==> src/rtl/avst_pkg.sv <==
// Shared types and default widths for the Avalon-ST source skid stage.
package avst_pkg;

    localparam int unsigned DEF_DATA_WIDTH  = 16;
    localparam int unsigned DEF_COUNT_WIDTH = 20;

    typedef enum logic [1:0] {
        EMPTY = 2'd0,
        ONE   = 2'd1,
        FULL  = 2'd2
    } state_e;

    typedef struct packed {
        logic [DEF_DATA_WIDTH-1:0] data;
        logic                      sop;
        logic                      eop;
    } beat_t;

endpackage

==> src/rtl/avalon_st_source_skid_if.sv <==
// Handshake bundle between the IP core, the source stage and the downstream sink.
// master: view of the source stage; slave: view of the surrounding logic.
interface avalon_st_source_skid_if #(
    parameter int unsigned DATA_WIDTH = avst_pkg::DEF_DATA_WIDTH
);
    logic                  valid_reg;
    logic [DATA_WIDTH-1:0] data_reg;
    logic                  startofpacket_reg;
    logic                  endofpacket_reg;
    logic                  ready_reg;

    logic                  ready_in;
    logic                  valid_out;
    logic [DATA_WIDTH-1:0] data_out;
    logic                  startofpacket_out;
    logic                  endofpacket_out;

    modport master (
        input  valid_reg, data_reg, startofpacket_reg, endofpacket_reg, ready_in,
        output ready_reg, valid_out, data_out, startofpacket_out, endofpacket_out
    );

    modport slave (
        output valid_reg, data_reg, startofpacket_reg, endofpacket_reg, ready_in,
        input  ready_reg, valid_out, data_out, startofpacket_out, endofpacket_out
    );
endinterface

==> src/rtl/avst_pkt_checker.sv <==
// Packet-framing checker on the output transfers of the source stage.
// Exists only when AVST_SRC_PKT_CHECK_EN is defined.
`ifdef AVST_SRC_PKT_CHECK_EN
module avst_pkt_checker #(
    parameter int unsigned COUNT_WIDTH = avst_pkg::DEF_COUNT_WIDTH
) (
    input  logic                   clk,
    input  logic                   reset,
    input  logic                   xfer_i,
    input  logic                   sop_i,
    input  logic                   eop_i,
    output logic                   pkt_error_o,
    output logic [COUNT_WIDTH-1:0] last_pkt_len_o
);
    logic                   in_pkt_q, in_pkt_d;
    logic                   err_q, err_d;
    logic [COUNT_WIDTH-1:0] cnt_q, cnt_d;
    logic [COUNT_WIDTH-1:0] len_q, len_d;

    // Checker state registers
    always_ff @(posedge clk) begin
        if (reset) begin
            in_pkt_q <= 1'b0;
            err_q    <= 1'b0;
            cnt_q    <= '0;
            len_q    <= '0;
        end else begin
            in_pkt_q <= in_pkt_d;
            err_q    <= err_d;
            cnt_q    <= cnt_d;
            len_q    <= len_d;
        end
    end

    // Framing rules: sop inside a packet or a headless beat sets the sticky error
    always_comb begin
        in_pkt_d = in_pkt_q;
        err_d    = err_q;
        cnt_d    = cnt_q;
        len_d    = len_q;
        if (xfer_i) begin
            if (sop_i) begin
                cnt_d = COUNT_WIDTH'(1);
            end else if (cnt_q != {COUNT_WIDTH{1'b1}}) begin
                cnt_d = cnt_q + COUNT_WIDTH'(1);
            end
            if ((sop_i && in_pkt_q) || (!sop_i && !in_pkt_q)) begin
                err_d = 1'b1;
            end
            if (eop_i) begin
                len_d    = cnt_d;
                in_pkt_d = 1'b0;
            end else if (sop_i) begin
                in_pkt_d = 1'b1;
            end
        end
    end

    assign pkt_error_o    = err_q;
    assign last_pkt_len_o = len_q;
endmodule
`endif

==> src/rtl/avalon_st_source_skid.sv <==
// Fully registered Avalon-ST source stage: two-entry skid buffer (main + skid).
// Optional framing checker enabled by defining AVST_SRC_PKT_CHECK_EN.
module avalon_st_source_skid
    import avst_pkg::*;
#(
    parameter int unsigned DATA_WIDTH  = DEF_DATA_WIDTH,
    parameter int unsigned COUNT_WIDTH = DEF_COUNT_WIDTH
) (
    input  logic                    clk,
    input  logic                    reset,
    avalon_st_source_skid_if.master bus,
    output logic                    pkt_error,
    output logic [COUNT_WIDTH-1:0]  last_pkt_len
);
    typedef struct packed {
        logic [DATA_WIDTH-1:0] data;
        logic                  sop;
        logic                  eop;
    } entry_t;

    state_e state_q, state_d;
    entry_t main_q, main_d;
    entry_t skid_q, skid_d;
    entry_t in_beat;
    logic   valid_q, ready_q;
    logic   acc_c, out_c;

    assign in_beat = entry_t'{data: bus.data_reg,
                              sop:  bus.startofpacket_reg,
                              eop:  bus.endofpacket_reg};
    assign acc_c   = bus.valid_reg & ready_q;
    assign out_c   = valid_q & bus.ready_in;

    // State, storage and registered handshake outputs
    always_ff @(posedge clk) begin
        if (reset) begin
            state_q <= EMPTY;
            main_q  <= '0;
            skid_q  <= '0;
            valid_q <= 1'b0;
            ready_q <= 1'b0;
        end else begin
            state_q <= state_d;
            main_q  <= main_d;
            skid_q  <= skid_d;
            valid_q <= (state_d != EMPTY);
            ready_q <= (state_d != FULL);
        end
    end

    // Next state and entry moves; main holds its content when the stage drains
    always_comb begin
        state_d = state_q;
        main_d  = main_q;
        skid_d  = skid_q;
        case (state_q)
            EMPTY: begin
                if (acc_c) begin
                    main_d  = in_beat;
                    state_d = ONE;
                end
            end
            ONE: begin
                if (acc_c && !out_c) begin
                    skid_d  = in_beat;
                    state_d = FULL;
                end else if (acc_c && out_c) begin
                    main_d  = in_beat;
                end else if (out_c) begin
                    state_d = EMPTY;
                end
            end
            FULL: begin
                if (out_c) begin
                    main_d  = skid_q;
                    state_d = ONE;
                end
            end
            default: begin
                state_d = EMPTY;
            end
        endcase
    end

    assign bus.ready_reg         = ready_q;
    assign bus.valid_out         = valid_q;
    assign bus.data_out          = main_q.data;
    assign bus.startofpacket_out = main_q.sop;
    assign bus.endofpacket_out   = main_q.eop;

`ifdef AVST_SRC_PKT_CHECK_EN
    // Framing checker on output transfers
    avst_pkt_checker #(
        .COUNT_WIDTH (COUNT_WIDTH)
    ) u_checker (
        .clk            (clk),
        .reset          (reset),
        .xfer_i         (out_c),
        .sop_i          (main_q.sop),
        .eop_i          (main_q.eop),
        .pkt_error_o    (pkt_error),
        .last_pkt_len_o (last_pkt_len)
    );
`else
    assign pkt_error    = 1'b0;
    assign last_pkt_len = '0;
`endif
endmodule
==> src/flat_wrapper.sv <==
// flat-port wrapper written by rule: the top's interface ports become plain ports
module avalon_st_source_skid_flat import avst_pkg::*;
#(
    parameter int unsigned DATA_WIDTH  = DEF_DATA_WIDTH,
    parameter int unsigned COUNT_WIDTH = DEF_COUNT_WIDTH
)
  (clk, reset, pkt_error, last_pkt_len, bus_valid_reg, bus_data_reg, bus_startofpacket_reg, bus_endofpacket_reg, bus_ready_in, bus_ready_reg, bus_valid_out, bus_data_out, bus_startofpacket_out, bus_endofpacket_out);
  avalon_st_source_skid_if #(.DATA_WIDTH(DATA_WIDTH)) bus_i ();
  input  logic clk;
  input  logic reset;
  output logic pkt_error;
  output logic [COUNT_WIDTH-1:0] last_pkt_len;
  input wire logic [$bits(bus_i.valid_reg)-1:0] bus_valid_reg;
  input wire logic [$bits(bus_i.data_reg)-1:0] bus_data_reg;
  input wire logic [$bits(bus_i.startofpacket_reg)-1:0] bus_startofpacket_reg;
  input wire logic [$bits(bus_i.endofpacket_reg)-1:0] bus_endofpacket_reg;
  input wire logic [$bits(bus_i.ready_in)-1:0] bus_ready_in;
  output wire logic [$bits(bus_i.ready_reg)-1:0] bus_ready_reg;
  output wire logic [$bits(bus_i.valid_out)-1:0] bus_valid_out;
  output wire logic [$bits(bus_i.data_out)-1:0] bus_data_out;
  output wire logic [$bits(bus_i.startofpacket_out)-1:0] bus_startofpacket_out;
  output wire logic [$bits(bus_i.endofpacket_out)-1:0] bus_endofpacket_out;
  assign bus_i.valid_reg = bus_valid_reg;
  assign bus_i.data_reg = bus_data_reg;
  assign bus_i.startofpacket_reg = bus_startofpacket_reg;
  assign bus_i.endofpacket_reg = bus_endofpacket_reg;
  assign bus_i.ready_in = bus_ready_in;
  assign bus_ready_reg = bus_i.ready_reg;
  assign bus_valid_out = bus_i.valid_out;
  assign bus_data_out = bus_i.data_out;
  assign bus_startofpacket_out = bus_i.startofpacket_out;
  assign bus_endofpacket_out = bus_i.endofpacket_out;
  avalon_st_source_skid #(.DATA_WIDTH(DATA_WIDTH), .COUNT_WIDTH(COUNT_WIDTH)) u_core (.clk(clk), .reset(reset), .bus(bus_i), .pkt_error(pkt_error), .last_pkt_len(last_pkt_len));
endmodule
==> config.mk <==
export PLATFORM = sky130hd
export DESIGN_NAME = avalon_st_source_skid_flat
export DESIGN_NICKNAME = d
export VERILOG_FILES = /design/src/rtl/avst_pkg.sv /design/src/rtl/avalon_st_source_skid_if.sv /design/src/rtl/avst_pkt_checker.sv /design/src/rtl/avalon_st_source_skid.sv /design/src/flat_wrapper.sv
export SDC_FILE = /design/constraint.sdc
export NUM_CORES = 1
export LEC_CHECK = 0
export ABC_AREA = 1
export BUFFER_PORTS_ARGS = -buffer_cell sky130_fd_sc_hd__buf_2
export CAP_MARGIN = 25
export CORE_MARGIN = 1.5
export CORE_UTILIZATION = 50
export CTS_BUF_LIST = sky130_fd_sc_hd__clkbuf_8
export CTS_CLUSTER_SIZE = 16
export DETAILED_ROUTE_END_ITERATION = 10
export PLACE_DENSITY = 0.77
export SKIP_CTS_REPAIR_TIMING = 1
export SLEW_MARGIN = 20
export SYNTH_ARGS = -nofsm -noshare
export SYNTH_HDL_FRONTEND = slang
export SYNTH_HIERARCHICAL = 1
export SYNTH_SLANG_ARGS = --single-unit
export TNS_END_PERCENT = 1
==> constraint.sdc <==
create_clock -name clk -period 2.1 [get_ports clk]
set_input_delay 0.21 -clock clk [delete_from_list [all_inputs] [get_ports clk]]
set_output_delay 0.21 -clock clk [all_outputs]
set_load 0.05 [all_outputs]
==> metrics.md, run 1 <==
| Metric | Value |
|---|---|
| CP bufs+invs | `2` |
| IO buf count | `41` |
| Initial antenna violation count | `0` |
| DP Area | `2130 sq um` |
| DP HPWL | `2420 microns` |
| Grt total ovfl | `0` |
| Crit path kind | `flop to flop` |
| Routed WL | `3560 microns` |
| Fraction of layout cells with a size suffix above 1 | `15.8%` |
| Gpl congestion | `0.698` |
| Crit path top cell by count | `nand2_1` |
| CP delay by family, top | `simple AND/OR/NAND/NOR gates` |
| Synthesized area per cell | `6.35 sq um` |
| Top FF cell, synth | `dfxtp_1` |
| Area leader, netlist | `dfxtp_1` |
| Setup TNS | `0 ns` |
| Layout Area Growth over Synthesis | `10.5%` |
| Diodes inserted | `0` |
| Synth cell types | `20` |
| Met2 Wirelength | `1580 microns` |
| Num CTS Buffers | `5` |
| Root Driver | `clkbuf_8` |
| Largest net degree at the start of global routing | `38` |
| Clk_lat worst skew | `0.28 ns` |
| Post-Synthesis Cells | `316` |
| Full die area | `4410 sq um` |
| Element type at the critical path end | `flop` |
| Number of global-route vias before repair | `1,461` |
| Hold crit path type | `input port to flop` |
| # clock sinks | `40` |
| Finished Cell Area | `2220 sq um` |
| Drt first pass iters | `4` |
| Vias post-DR | `1,760` |
| CP arrival | `1.78 ns` |
| Fillers | `381` |
| Clock-pin slew on the worst setup and hold paths | `0.07 ns` |
| Power per cell area | `819 nW/um^2` |
| Top sig layer | `met4` |
| Slew headroom | `65.9%` |
| Worst-path fanout max | `21` |
| Slowest stage delay, CP | `0.40 ns` |
| Clk buf depth | `2` |
| Seq/Total Area, Yosys | `39.9%` |
| Number of routed nets with antenna violations | `0` |
| M1 wire length | `1700 microns` |
| Period utilization | `73.9%` |
| Hold Slack | `0.0985 ns` |
| Final setup fails | `0` |
| Tmin final | `1.55 ns` |
| Max Clk Rate | `645 MHz` |
| Max VDD drop | `606 uV` |
| Worst-path cell chain | `nand2_1 -> inv_1 -> nand4_2 -> buf_4 -> nand2_1 -> nand2_1 -> nor2_1` |
| Vert. Die Dim | `66.4 microns` |
| DRC viols | `0` |
| RSZ-0062 raised after global routing | `false` |
| Critical Path RT | `2.32 ns` |
| Final #Nets | `375` |
| Hold Vio Cnt, Final | `0` |
| Tot Pwr | `0.00182 W` |
| Fin cells | `402` |
| Starting Density | `53.3%` |
| Post-synth EDFFs | `0` |
| Ranking of synthesized cells by area | `dfxtp_1, nand2_1, nor2_1, buf_4, inv_1` |
| Outcome | `finished clean` |
| Max-Cap Viols | `0` |
| Most common cell in the netlist | `nand2_1` |
| Die Width | `66.4 microns` |
| Core footprint | `3770 sq um` |
| Pins over their slew limit | `0` |
| Biggest register | `u_core/skid_q` |
| Yosys warnings | `6` |
| Worst-Margin Slew | `0.510 ns` |
| Met3 wire len | `228 microns` |
| Slowest cell on crit path | `nand4_2` |
| Num ports | `63` |
| Dpl cells | `394` |
| Max FFs per register | `18` |
| TritonCTS clock tree | `built` |
| First-pass GRT wire length | `6130 microns` |
| Routed wire length per instance | `8.86 microns` |
| Most common library cells after synthesis | `nand2_1, nor2_1, inv_1` |
| Total number of H-tree levels | `2` |
| Post-synth top area share | `39.9%` |
| Via/cell ratio | `4.38` |
| Register bit total from synthesis | `40` |
| Leak Pwr | `1.34 nW` |
| Mapped cell area | `2010 sq um` |
| 1st-iter DRT viols | `76` |
| Synth async-reset ratio | `0%` |
| Site row count | `22` |
| All-Layer GR Usage | `18.3%` |
| CP startpoint kind | `flop` |
| Clk_skew | `0.00196 ns` |
[per-stage QoR]
| step | utilization, % | worst slack (ns) |
|---|---|---|
| after floorplan | - | 0.626 |
| after global placement | 56.4 | 0.610 |
| after global routing | 58.8 | 0.325 |
| final | 58.8 | 0.549 |
| after detailed placement | 56.4 | 0.551 |
| after CTS | 58.8 | 0.536 |
[power by group]
group / leakage [nW] / total [W] / internal [W] / switching [W]
sequential: 0.327 / 0.000837 / 0.000813 / 0.0000241
combinational: 0.955 / 0.000472 / 0.000104 / 0.000368
clock: 0.0538 / 0.000507 / 0.000258 / 0.000249
[cell type report]
type / count / area [sq um] / share of cell area (%)
Multi-Input combinational cell: 219 / 875 / 39.4
Sequential cell: 40 / 801 / 36.1
Timing Repair Buffer: 45 / 235 / 10.6
Inverter: 42 / 158 / 7.11
Clock buffer: 6 / 82.6 / 3.72
Tap cell: 48 / 60.1 / 2.71
Clock inverter: 2 / 7.51 / 0.338
[cells by family (layout without fill, tap and decap cells)]
family	Yosys count	in the layout	share of synthesized area, %
simple gates	177	177	34.4
buf+inv	77	95	20.3
flops	40	40	39.9
compound gates	21	21	5.23
other cells	1	21	0.187
[worst paths after layout]
kind	start	endpoint	slack, ns	depth (start not counted)
setup / recovery	u_core/bus.ready_reg$_SDFF_PP0_	u_core/skid_q[2]$_SDFFE_PP0P_	0.55	7
hold reg to reg	u_core/bus.data_out[0]$_SDFFE_PP0P_	u_core/bus.data_out[0]$_SDFFE_PP0P_	0.51	4
hold / removal	reset	u_core/bus.ready_reg$_SDFF_PP0_	0.1	2
setup reg to reg	u_core/bus.ready_reg$_SDFF_PP0_	u_core/skid_q[2]$_SDFFE_PP0P_	0.55	7
[layer usage]
| layer | vias to the layer above | global-route usage [%] |
|---|---|---|
| li1 | 953 | - |
| met1 | 748 | 22.9 |
| met2 | 55 | 29.3 |
| met3 | 4 | 5.79 |
| met4 | 0 | 6.89 |
| met5 | - | 0 |
[cell usage in the layout (no fill, tap or decap), types with 2 or more instances in the layout]
cell type / synthesis / layout
conb_1: 1 / 21
nor2_1: 73 / 73
nand2_1: 97 / 97
inv_1: 41 / 43
clkbuf_8: 0 / 6
buf_4: 22 / 4
o21ai_0: 19 / 19
nand2_2: 2 / 2
buf_2: 5 / 41
dfxtp_1: 40 / 40
Note: power is estimated with default switching activity, not from simulation.
==> run 2, diff against run 1 <==
--- a/config.mk
+++ b/config.mk
@@ -9,11 +9,11 @@
 export BUFFER_PORTS_ARGS = -buffer_cell sky130_fd_sc_hd__buf_2
 export CAP_MARGIN = 25
 export CORE_MARGIN = 1.5
-export CORE_UTILIZATION = 50
+export CORE_UTILIZATION = 47
 export CTS_BUF_LIST = sky130_fd_sc_hd__clkbuf_8
 export CTS_CLUSTER_SIZE = 16
 export DETAILED_ROUTE_END_ITERATION = 10
-export PLACE_DENSITY = 0.77
+export PLACE_DENSITY = 0.76
 export SKIP_CTS_REPAIR_TIMING = 1
 export SLEW_MARGIN = 20
 export SYNTH_ARGS = -nofsm -noshare
==> constraint.sdc (replaced) <==
create_clock -name clk -period 1.29 [get_ports clk]
set_input_delay 0.129 -clock clk [delete_from_list [all_inputs] [get_ports clk]]
set_output_delay 0.129 -clock clk [all_outputs]
set_load 0.05 [all_outputs]
==> run 2 against run 1 <==
Net effect:
- first-iteration DRC count rose by 58%
- clock skew grew 0.0058 ns
- cell count is 1.5% higher
- sequential share of layout area is 1.4 points lower
- via count grew 0.80%
- clock power increased by 70%
- power increased by 67%
- combinational power up 72%
- global-route usage shrank 2.5 points
- critical path type unchanged
- largest cell class unchanged
- largest power group unchanged
==> metrics.md, run 2 (synthesis results as in run 1) <==
| Metric | Value |
|---|---|
| Outcome | `finished clean (unchanged)` |
| Top sig layer | `met4 (unchanged)` |
| Grt total ovfl | `0 (unchanged)` |
| CP startpoint kind | `flop (unchanged)` |
| First-pass GRT wire length | `5490 microns (was 6130 microns)` |
| Leak Pwr | `1.37 nW (was 1.34 nW)` |
| DP HPWL | `2430 microns (was 2420 microns)` |
| 1st-iter DRT viols | `120 (was 76)` |
| Largest net degree at the start of global routing | `39 (was 38)` |
| Max VDD drop | `665 uV (was 606 uV)` |
| Final setup fails | `0 (unchanged)` |
| Clk_skew | `0.00778 ns (was 0.00196 ns)` |
| RSZ-0062 raised after global routing | `false (unchanged)` |
| Hold Slack | `0.00771 ns (was 0.0985 ns)` |
| Initial antenna violation count | `0 (unchanged)` |
| Element type at the critical path end | `flop (unchanged)` |
| Max Clk Rate | `868 MHz (was 645 MHz)` |
| Site row count | `23 (was 22)` |
| Starting Density | `49.5% (was 53.3%)` |
| Max-Cap Viols | `0 (unchanged)` |
| DRC viols | `0 (unchanged)` |
| Met2 Wirelength | `1880 microns (was 1580 microns)` |
| Most common cell after layout, fill and taps aside | `nand2_1 (unchanged)` |
| CP arrival | `1.35 ns (was 1.78 ns)` |
| Tot Pwr | `0.00304 W (was 0.00182 W)` |
| Setup TNS | `0 ns (unchanged)` |
| Total number of H-tree levels | `2 (unchanged)` |
| Core footprint | `4060 sq um (was 3770 sq um)` |
| Vias post-DR | `1,774 (was 1,760)` |
| Drt first pass iters | `5 (was 4)` |
| Worst-path fanout max | `18 (was 21)` |
| IO buf count | `41 (unchanged)` |
| Power per cell area | `1320 nW/um^2 (was 819 nW/um^2)` |
| Crit path kind | `flop to flop (unchanged)` |
| Routed WL | `3760 microns (was 3560 microns)` |
| Clk_lat worst skew | `0.29 ns (was 0.28 ns)` |
| Biggest register | `u_core/skid_q (unchanged)` |
| Gpl congestion | `0.724 (was 0.698)` |
| Routed wire length per instance | `9.21 microns (was 8.86 microns)` |
| Hold Vio Cnt, Final | `0 (unchanged)` |
| Max FFs per register | `18 (unchanged)` |
| Number of routed nets with antenna violations | `0 (unchanged)` |
| M1 wire length | `1660 microns (was 1700 microns)` |
| Num ports | `63 (unchanged)` |
| Full die area | `4670 sq um (was 4410 sq um)` |
| Tmin final | `1.15 ns (was 1.55 ns)` |
| All-Layer GR Usage | `15.8% (was 18.3%)` |
| Via/cell ratio | `4.35 (was 4.38)` |
| Num CTS Buffers | `5 (unchanged)` |
| Die Width | `68.4 microns (was 66.4 microns)` |
| Clk buf depth | `2 (unchanged)` |
| Vert. Die Dim | `68.4 microns (was 66.4 microns)` |
| Fraction of layout cells with a size suffix above 1 | `17.6% (was 15.8%)` |
| Diodes inserted | `0 (unchanged)` |
| # clock sinks | `40 (unchanged)` |
| Pins over their slew limit | `0 (unchanged)` |
| Period utilization | `89.3% (was 73.9%)` |
| Final #Nets | `379 (was 375)` |
| TritonCTS clock tree | `built (unchanged)` |
| Number of global-route vias before repair | `1,379 (was 1,461)` |
| Clock-pin slew on the worst setup and hold paths | `0.08 ns (was 0.07 ns)` |
| Critical Path RT | `1.48 ns (was 2.32 ns)` |
| Layout Area Growth over Synthesis | `15.1% (was 10.5%)` |
| Root Driver | `clkbuf_8 (unchanged)` |
| Hold crit path type | `input port to flop (unchanged)` |
| Met3 wire len | `187 microns (was 228 microns)` |
| Most frequent cells in the layout | `nand2_1, nor2_1, inv_1 (unchanged)` |
-- run 2: final timing paths --
path	start	endpoint	slack, ns	depth (start not counted)
setup / recovery	u_core/state_q[1]$_SDFF_PP0_	u_core/bus.data_out[15]$_SDFFE_PP0P_	0.14	7
hold / removal	reset	u_core/bus.ready_reg$_SDFF_PP0_	0.008	2
setup reg to reg	u_core/state_q[1]$_SDFF_PP0_	u_core/bus.data_out[15]$_SDFFE_PP0P_	0.14	7
hold reg to reg	u_core/skid_q[8]$_SDFFE_PP0P_	u_core/skid_q[8]$_SDFFE_PP0P_	0.51	4
-- run 2: metal layers --
metal / GRT usage, % / vias up
met1: 18.4 / 755
met4: 9.00 / 0
met3: 3.45 / 2
met2: 26.5 / 53
li1: - / 964
met5: 0 / -
-- run 2: cell type report --
class / instances / area [sq um]
inverter: 42 / 158
clock buffer: 6 / 82.6
fill: 423 / 1750
multi-input combinational: 219 / 875
sequential: 40 / 803
tap: 50 / 62.6
clock inverter: 2 / 11.3
timing repair buffer: 49 / 320
-- run 2: critical path: stages, from the launching register on --
cell and delay [ns]:
dfxtp_1 0.33, inv_1 0.12, nand3_1 0.11, nand2_2 0.09, nand2_4 0.07, clkbuf_16 0.19, nor2_1 0.10, nor2_1 0.05
-- run 2: per-stage QoR --
step,area [sq um],setup slack [ns],util [%],cells
2_1_floorplan,2090,0.0156,-,336
3_3_place_gp,2190,0.173,54.1,399
3_5_place_dp,2190,0.137,54.1,399
4_1_cts,2290,0.127,56.4,407
5_1_grt,2310,0.0194,57.0,408
6_report,2310,0.138,57.0,408
-- run 2: where the power goes --
group          leakage [nW]  switching (W)  internal (W)  total (W)
combinational         0.997       0.000608      0.000204   0.000813
clock                0.0486       0.000434      0.000427   0.000861
sequential            0.327      0.0000421       0.00133    0.00137
==> run 3, diff against run 2 <==
--- a/config.mk
+++ b/config.mk
@@ -9,11 +9,11 @@
 export BUFFER_PORTS_ARGS = -buffer_cell sky130_fd_sc_hd__buf_2
 export CAP_MARGIN = 25
 export CORE_MARGIN = 1.5
-export CORE_UTILIZATION = 47
+export CORE_UTILIZATION = 50
 export CTS_BUF_LIST = sky130_fd_sc_hd__clkbuf_8
 export CTS_CLUSTER_SIZE = 16
 export DETAILED_ROUTE_END_ITERATION = 10
-export PLACE_DENSITY = 0.76
+export PLACE_DENSITY = 0.77
 export SKIP_CTS_REPAIR_TIMING = 1
 export SLEW_MARGIN = 20
 export SYNTH_ARGS = -nofsm -noshare
==> constraint.sdc (replaced) <==
create_clock -name clk -period 1.2 [get_ports clk]
set_input_delay 0.12 -clock clk [delete_from_list [all_inputs] [get_ports clk]]
set_output_delay 0.12 -clock clk [all_outputs]
set_load 0.05 [all_outputs]
==> run 3 against run 2 <==
Net effect:
- flip-flop and latch count unchanged
- routed wire length down 0.72%
- sequential share of layout area up 0.34 points
- worst hold slack worse by 0.013 ns
- the run now ends with hold timing left
- worst setup slack worse by 0.081 ns
- cell count down 0.74%
- non-clock buffer count unchanged
==> metrics.md, run 3 (synthesis results as in run 1) <==
| Metric | Value |
|---|---|
| TritonCTS clock tree | `built (unchanged)` |
| Max Clk Rate | `875 MHz (was 868 MHz)` |
| Drt first pass iters | `4 (was 5)` |
| Clk buf depth | `2 (unchanged)` |
| Final #Nets | `379 (unchanged)` |
| Reg2reg end | `u_core/bus.data_out[0]$_SDFFE_PP0P_ (was u_core/bus.data_out[15]$_SDFFE_PP0P_)` |
| CP arrival | `1.34 ns (was 1.35 ns)` |
| First-pass GRT wire length | `5800 microns (was 5490 microns)` |
| Tot Pwr | `0.00322 W (was 0.00304 W)` |
| Number of global-route vias before repair | `1,429 (was 1,379)` |
| Period utilization | `95.3% (was 89.3%)` |
| RSZ-0062 raised after global routing | `true (was false)` |
| IO buf count | `41 (unchanged)` |
| Element type at the critical path end | `flop (unchanged)` |
| Most common cell after layout, fill and taps aside | `nand2_1 (unchanged)` |
| Cells on worst reg2reg path | `6 (was 7)` |
| Grt total ovfl | `0 (unchanged)` |
| Biggest register | `u_core/skid_q (unchanged)` |
| Site row count | `22 (was 23)` |
| All-Layer GR Usage | `17.4% (was 15.8%)` |
| Register area | `811 sq um (was 803 sq um)` |
| DRC viols | `0 (unchanged)` |
| 1st-iter DRT viols | `84 (was 120)` |
| Hold crit path type | `input port to flop (unchanged)` |
| Multi-input gate area | `875 sq um (unchanged)` |
| Clk_lat worst skew | `0.30 ns (was 0.29 ns)` |
| Root Driver | `clkbuf_8 (unchanged)` |
| Critical Path RT | `1.40 ns (was 1.48 ns)` |
| Outcome | `complete, but fails checks (was finished clean)` |
| Worst-path cell chain | `nand2_1 -> o21ai_1 -> nand2_4 -> clkbuf_16 -> nor2_1 -> nor2_1 (was inv_1 -> nand3_1 -> nand2_2 -> nand2_4 -> clkbuf_16 -> nor2_1 -> nor2_1)` |
| Vert. Die Dim | `66.4 microns (was 68.4 microns)` |
| Final setup fails | `0 (unchanged)` |
| Clock-pin slew on the worst setup and hold paths | `0.08 ns (about the same)` |
| Hold path startpoint | `reset (unchanged)` |
| Routed wire length per instance | `9.21 microns (about the same)` |
| Largest net degree at the start of global routing | `39 (unchanged)` |
| Hold Slack | `-0.00497 ns (was 0.00771 ns)` |
| Max-Cap Viols | `0 (unchanged)` |
| Tmin final | `1.14 ns (was 1.15 ns)` |
| Hold Vio Cnt, Final | `1 (was 0)` |
| Reg-to-reg critical path startpoint | `u_core/bus.valid_out$_SDFF_PP0_ (was u_core/state_q[1]$_SDFF_PP0_)` |
| Hold depth | `2 (unchanged)` |
| Pins over their slew limit | `0 (unchanged)` |
| Clk_skew | `0.0121 ns (was 0.00778 ns)` |
| Vias post-DR | `1,723 (was 1,774)` |
| Max FFs per register | `18 (unchanged)` |
| Routed WL | `3730 microns (was 3760 microns)` |
| CP startpoint kind | `flop (unchanged)` |
| Hold endpoint | `u_core/bus.ready_reg$_SDFF_PP0_ (unchanged)` |
| Total number of H-tree levels | `2 (unchanged)` |
| Crit path kind | `flop to flop (unchanged)` |
| DP Area | `2190 sq um (unchanged)` |
| Slowest stage delay, CP | `0.35 ns (was 0.33 ns)` |
| Slowest cell on crit path | `dfxtp_4 (was dfxtp_1)` |
| Diodes inserted | `0 (unchanged)` |
| Number of routed nets with antenna violations | `0 (unchanged)` |
| Fillers | `363 (was 423)` |
| Num ports | `63 (unchanged)` |
| Num CTS Buffers | `5 (unchanged)` |
| Leak Pwr | `1.37 nW (about the same)` |
| # clock sinks | `40 (unchanged)` |
| Gpl congestion | `0.754 (was 0.724)` |
| Power per cell area | `1390 nW/um^2 (was 1320 nW/um^2)` |
| Finished Cell Area | `2310 sq um (about the same)` |
| Violated checks | `hold timing` |
| Full die area | `4410 sq um (was 4670 sq um)` |
| Die Width | `66.4 microns (was 68.4 microns)` |
| Layout Area Growth over Synthesis | `15.1% (about the same)` |
| DP HPWL | `2440 microns (was 2430 microns)` |
| Most frequent cells in the layout | `nand2_1, nor2_1, buf_2 (was nand2_1, nor2_1, inv_1)` |
| Core footprint | `3770 sq um (was 4060 sq um)` |
| Via/cell ratio | `4.25 (was 4.35)` |
| Initial antenna violation count | `0 (unchanged)` |
| Worst-path fanout max | `15 (was 18)` |
| Fraction of layout cells with a size suffix above 1 | `18.5% (was 17.6%)` |
| R2r setup slk | `0.06 ns (was 0.14 ns)` |
| Starting Density | `53.3% (was 49.5%)` |
| Crit path top cell by count | `nor2_1 (unchanged)` |
| Max VDD drop | `657 uV (was 665 uV)` |
[run 3: per-layer routing]
layer  wire [microns]  part of all wire, %  track usage, %
met5                0                    0               0
met4               57                  1.5            8.42
met3              197                  5.3            4.43
met2             1730                   46            30.3
met1             1740                   47            19.5
[run 3: area by class of cell]
type / instances / area share (%)
inverters: 42 / 6.82
clock inverters: 2 / 0.487
repair buffers: 49 / 14.2
clock buffers: 5 / 2.98
well taps: 48 / 2.60
flip-flops and latches: 40 / 35.1
multi-input cells: 219 / 37.8
[run 3: per-stage QoR]
step                util, %  setup WS [ns]  std cells  hold WS [ns]  setup TNS [ns]
floorplan                 -        -0.0661        336         0.192           -1.19
detailed placement     58.2         0.0223        397         0.299               0
global placement       58.2         0.0741        397         0.297               0
finish                 61.3         0.0569        405      -0.00497               0
CTS                    60.3        0.00727        404      -0.00972               0
global route           61.3        -0.0150        405       0.00313         -0.0460
[run 3: worst max-delay path by stage]
stage                                          startpoint                                      end  cells past startpoint
after floorplan           u_core/bus.ready_reg$_SDFF_PP0_           u_core/skid_q[10]$_SDFFE_PP0P_                      6
after global placement       u_core/state_q[1]$_SDFF_PP0_      u_core/bus.data_out[3]$_SDFFE_PP0P_                      8
after detailed placement     u_core/state_q[0]$_SDFF_PP0_  u_core/bus.endofpacket_out$_SDFFE_PP0P_                      7
after CTS                    u_core/state_q[0]$_SDFF_PP0_     u_core/bus.data_out[14]$_SDFFE_PP0P_                      7
after global routing      u_core/bus.valid_out$_SDFF_PP0_      u_core/bus.data_out[3]$_SDFFE_PP0P_                      6
final                     u_core/bus.valid_out$_SDFF_PP0_      u_core/bus.data_out[0]$_SDFFE_PP0P_                      6
[run 3: power by group]
group	switching (W)	internal [W]
Sequential	0.0000433	0.00142
Clock	0.000474	0.000395
Combinational	0.000657	0.000224
[run 3: worst max-delay path, delay by kind of cell (launching register included)]
family,cells,cell delay (ns)
buf+inv,1,0.18
flops,1,0.35
compound gates,1,0.15
simple gates,4,0.36
